### config.mk
export PLATFORM = sky130hd
export DESIGN_NAME = pwm_timer
export DESIGN_NICKNAME = d
export VERILOG_FILES = /design/src/rtl/pwm_timer.sv
export SDC_FILE = /design/constraint.sdc
export NUM_CORES = 1
export LEC_CHECK = 0
export ABC_AREA = 1
export CORE_MARGIN = 5
export CORE_UTILIZATION = 53
export CTS_BUF_LIST = sky130_fd_sc_hd__clkbuf_4 sky130_fd_sc_hd__clkbuf_8 sky130_fd_sc_hd__clkbuf_16
export DETAILED_ROUTE_END_ITERATION = 8
export GPL_ROUTABILITY_DRIVEN = 0
export PLACE_DENSITY = 0.86
export SYNTH_ARGS = -nofsm -noshare
export SYNTH_HDL_FRONTEND = slang
export SYNTH_SLANG_ARGS = --single-unit
### constraint.sdc
create_clock -name i_clk -period 3 [get_ports i_clk]
set_input_delay 0.3 -clock i_clk [delete_from_list [all_inputs] [get_ports i_clk]]
set_output_delay 0.3 -clock i_clk [all_outputs]
set_load 0.02 [all_outputs]
### src/rtl/pwm_timer.sv
// pwm_timer: Wishbone-controlled 16-bit PWM / periodic timer with prescaler,
// external count source and optional streamed duty cycle.
module pwm_timer (
    input  logic        i_clk,
    input  logic        i_rst,
    input  logic        i_wb_cyc,
    input  logic        i_wb_stb,
    input  logic        i_wb_we,
    input  logic [3:0]  i_wb_adr,
    input  logic [15:0] i_wb_data,
    output logic        o_wb_ack,
    output logic [15:0] o_wb_data,
    input  logic        i_extclk,
    input  logic [15:0] i_DC,
    input  logic        i_DC_valid,
    output logic        o_pwm
);
    logic [15:0] ctrl_q, ctrl_d, div_q, div_d, per_q, per_d, dc_q, dc_d;
    logic [15:0] ext_dc_q, ext_dc_d, pre_q, pre_d, cnt_q, cnt_d, rdata_q, rdata_d;
    logic [15:0] div_eff, duty, rd_mux;
    logic [2:0]  sync_q, sync_d;
    logic        ack_q, ack_d, pwm_q, pwm_d;
    logic        req, wr, src, run, tick, wrap;

    always_comb begin
        req      = i_wb_cyc & i_wb_stb & ~ack_q;
        wr       = req & i_wb_we;
        ack_d    = req;
        // sync_q[1:0] synchronise i_extclk; sync_q[2] gives the rising-edge detect
        sync_d   = {sync_q[1:0], i_extclk};
        src      = ctrl_q[0] ? (sync_q[1] & ~sync_q[2]) : 1'b1;
        div_eff  = (div_q == 16'd0) ? 16'd1 : div_q;
        run      = ctrl_q[2] & ~ctrl_q[7];
        tick     = run & src & (pre_q >= div_eff - 16'd1);
        pre_d    = ctrl_q[7] ? 16'd0 : (run & src) ? (tick ? 16'd0 : pre_q + 16'd1) : pre_q;
        wrap     = tick & (per_q != 16'd0) & (cnt_q >= per_q - 16'd1);
        cnt_d    = (ctrl_q[7] | (per_q == 16'd0)) ? 16'd0 : tick ? (wrap ? 16'd0 : cnt_q + 16'd1) : cnt_q;
        duty     = ctrl_q[6] ? ext_dc_q : dc_q;
        pwm_d    = ctrl_q[1] ? (ctrl_q[4] & ctrl_q[2] & (cnt_q < duty) & (per_q != 16'd0))
                             : (ctrl_q[4] & wrap);
        ctrl_d   = (wr && i_wb_adr == 4'h0) ? i_wb_data : ctrl_q;
        ctrl_d[5] = ctrl_d[5] | (wrap & ~ctrl_q[1]);
        div_d    = (wr && i_wb_adr == 4'h1) ? i_wb_data : div_q;
        per_d    = (wr && i_wb_adr == 4'h2) ? i_wb_data : per_q;
        dc_d     = (wr && i_wb_adr == 4'h3) ? i_wb_data : dc_q;
        ext_dc_d = i_DC_valid ? i_DC : ext_dc_q;
        rd_mux   = (i_wb_adr == 4'h0) ? ctrl_q :
                   (i_wb_adr == 4'h1) ? div_q  :
                   (i_wb_adr == 4'h2) ? per_q  :
                   (i_wb_adr == 4'h3) ? dc_q   : 16'd0;
        rdata_d  = (req & ~i_wb_we) ? rd_mux : rdata_q;
    end

    always_ff @(posedge i_clk) begin
        if (i_rst) begin
            ctrl_q   <= 16'd0;
            div_q    <= 16'd0;
            per_q    <= 16'd0;
            dc_q     <= 16'd0;
            ext_dc_q <= 16'd0;
            pre_q    <= 16'd0;
            cnt_q    <= 16'd0;
            rdata_q  <= 16'd0;
            sync_q   <= 3'd0;
            ack_q    <= 1'b0;
            pwm_q    <= 1'b0;
        end else begin
            ctrl_q   <= ctrl_d;
            div_q    <= div_d;
            per_q    <= per_d;
            dc_q     <= dc_d;
            ext_dc_q <= ext_dc_d;
            pre_q    <= pre_d;
            cnt_q    <= cnt_d;
            rdata_q  <= rdata_d;
            sync_q   <= sync_d;
            ack_q    <= ack_d;
            pwm_q    <= pwm_d;
        end
    end

    assign o_wb_ack  = ack_q;
    assign o_wb_data = rdata_q;
    assign o_pwm     = pwm_q;
endmodule

==> results.json <==
{
  "status": "finished with violations",
  "violations": "setup timing",
  "synth_top_area_cell": "dfxtp_1",
  "worstPathRequired_ps": 3370,
  "io_pins": 61,
  "core_sq_um": 13800,
  "synth.ff_latch_count": 133,
  "fin_skew_ps": 10.1,
  "reg2reg_to": "cnt_q[12]",
  "wl_per_cell_um": 17.7,
  "hold_violations": 0,
  "cp.arrival_ps": 3590,
  "reg2reg_depth": 19,
  "grt-ovfl-total": 0,
  "ir_worst_vdd_mv": 0.443,
  "netlist_top_cells_area": "dfxtp_1 36%, ha_1 8.6%, o21ai_0 7.8%, nor2_1 6.9%, nand2_1 6.8%",
  "dieWidth_um": 128,
  "drive_gt1_frac": 0.191,
  "worstHoldPathCells": 3,
  "cts_buffers": 17,
  "crit_path_start_kind": "flip-flop",
  "vias": 7585,
  "critical_path_class": "reg -> reg",
  "cts_sinks": 133,
  "setup_viol": 33,
  "dieHeight_um": 128,
  "ys_seq_area_frac": 0.360,
  "fin_crit_ps": 3220,
  "finalCritPeriodShare": 1.07,
  "drc": 0,
  "postSynthCellCount": 991,
  "grt_max_degree": 96,
  "synth.avg_cell_area_sq_um": 7.46,
  "synth_nets": 1085,
  "grtUsageTotal": 0.267,
  "via_per_inst": 5.92,
  "nets": 1183,
  "synth_top_area_frac": 0.360,
  "cts_tree": "yes",
  "nFillCells": 998,
  "p_leak_nw": 4.03,
  "htree_levels": 4,
  "holdCritStartpoint": "i_extclk",
  "rows": 43,
  "drt_iter0_drc": 683,
  "tightest_slew_ps": 889,
  "finalWirelength_um": 22700,
  "die_area_sq_um": 16400,
  "slew_headroom": 0.407,
  "final_cell_area_sq_um": 9330,
  "clk_pin_slew_ps": 60,
  "setup_ws_ps": -220,
  "reg2reg_slack_ps": -220,
  "grt_antenna_before_repair": 0,
  "postRouteAntennaNets": 0,
  "fmax_mhz": 311,
  "portBuffers": 60,
  "cts_max_path_buffers": 2,
  "antenna_cells": 0,
  "r2r_start": "per_q[2]",
  "hold_path_class": "in -> reg",
  "stdcell_count": 1282,
  "rsz0062_at_grt": "yes",
  "dp_cells": 1236,
  "register_area_sq_um": 2680,
  "crit_path_end_kind": "flip-flop",
  "cellPowerDensity_nw_per_um2": 466,
  "yosysWarnings": 0,
  "cts-root-buf": "clkbuf_16",
  "start_util": 0.537,
  "grt_pass1_wl_um": 35100,
  "drtPass1Iterations": 7,
  "hpwl_um": 15000,
  "place_area_sq_um": 8440,
  "clock_latency_ps": 430,
  "synth.distinct_cells": 48,
  "drv_cap": 0,
  "grt_pass1_vias": 7250,
  "area_growth_pct": 26.1,
  "timing.final.max_slew_violations": 0,
  "multiInputGateArea_sq_um": 4400,
  "syn_area_sq_um": 7400,
  "hold_end": "sync_q[0]",
  "cp_max_fo": 4
}
==> sequential cells by signal, summed over array words and instances (netlist names) <==
| register | count |
|---|---|
| o_pwm | 1 |
| pre_q | 16 |
| ctrl_q | 16 |
| o_wb_ack | 1 |
| sync_q | 3 |
| per_q | 16 |
| div_q | 16 |
| ext_dc_q | 16 |
| dc_q | 16 |
| cnt_q | 16 |
| o_wb_data | 16 |
==> metal layers <==
metal | GRT usage | up-vias | share of wire
li1 | - | 3523 | -
met1 | 0.322 | 3502 | 0.38
met2 | 0.451 | 424 | 0.47
met3 | 0.0504 | 136 | 0.080
met4 | 0.142 | 0 | 0.067
met5 | 0 | - | 0
==> logic make-up after synthesis <==
family | Yosys count | synth area share
AND/OR/NAND/NOR | 375 | 0.246
flip-flops | 133 | 0.360
buffers and inverters | 148 | 0.0782
AO/OA/AOI/OAI | 252 | 0.191
adder cells (fa/ha/maj) | 51 | 0.0863
XOR/XNOR | 32 | 0.0379
==> timing repair <==
item,in CTS,in global routing
gates resized for setup,25,25
endpoints found under the hold margin,0,0
endpoints found under the setup margin,34,34
pin swaps,17,12
buffers inserted,8,5
gates cloned,0,1
hold buffers,0,0
==> layout by cell type (no fill, tap or decap), types with 9 or more instances in the layout <==
master           instances
a21oi_1                 82
buf_4                   52
clkbuf_16               17
clkdlybuf4s50_1         60
dfxtp_1                121
dfxtp_2                 11
ha_1                    49
inv_1                   94
inv_2                   15
nand2_1                126
nand3_1                 22
nand3_2                 13
nand4_1                 11
nor2_1                 129
nor2_2                   9
nor2_4                  13
nor3_1                   9
o21ai_0                111
o22ai_1                 16
xor2_1                  27
==> worst max-delay path, cell delays in order, from the launching register on <==
cell	delay, ps
dfxtp_1	330
inv_2	110
nand3_2	130
nor3_4	160
nand3_2	120
inv_2	70
nand3_2	140
nor3_4	290
nand3_1	140
xor2_1	180
ha_1	320
a21oi_1	190
o21ai_0	110
a21oi_1	140
nand2_1	70
nor2_1	190
nor2_4	100
nor2_4	160
nand2_1	100
nor2_1	110
==> power breakdown <==
group	switching, mW	internal [mW]
Combinational	0.287	0.215
Clock	0.868	1.15
Sequential	0.0206	1.80
==> Yosys cell counts (all sizes together) <==
master	number
nor2	151
nor3b	5
o21bai	4
xor2	27
xnor2	5
dfxtp	133
a211oi	2
ha	51
or2	1
nor3	20
nand3	37
a21oi	88
o21a	2
clkinv	2
nor4	4
inv	110
buf	9
or4	1
o221a	8
o21ai	120
nand2	143
a31oi	8
o211ai	4
clkbuf	27
o22ai	16
nand4	13
==> how the worst max path moves through the flow <==
stage	endpoint	slack, ps	depth (start not counted)	startpoint
2_1_floorplan	cnt_q[13]	0.5	23	div_q[4]
3_3_place_gp	cnt_q[13]	-90	23	div_q[8]
3_5_place_dp	cnt_q[13]	-200	23	div_q[8]
4_1_cts	cnt_q[3]	-100	22	div_q[5]
5_1_grt	cnt_q[14]	-440	21	per_q[1]
6_report	cnt_q[12]	-220	19	per_q[2]
==> stage by stage <==
stage | setup WS [ps] | setup TNS (ps) | util | hold WS (ps) | power, mW
after floorplan | 0.519 | 0 | - | 388 | 2.11
after global placement | -94.9 | -1610 | 0.613 | 399 | 2.28
after detailed placement | -200 | -4280 | 0.613 | 399 | 2.29
after CTS | -104 | -1490 | 0.667 | 378 | 4.31
after global routing | -445 | -10130 | 0.677 | 414 | 4.45
final | -220 | -4020 | 0.677 | 381 | 4.34
==> cell type report <==
type                            instances  share of cell area
Clock buffer                           17              0.0456
Clock inverter                         15              0.0153
Inverter                              112              0.0455
Multi-Input combinational cell        711               0.472
Sequential cell                       133               0.287
Tap cell                              180              0.0241
Timing Repair Buffer                  114               0.111
(Power assumes the default switching activity.)
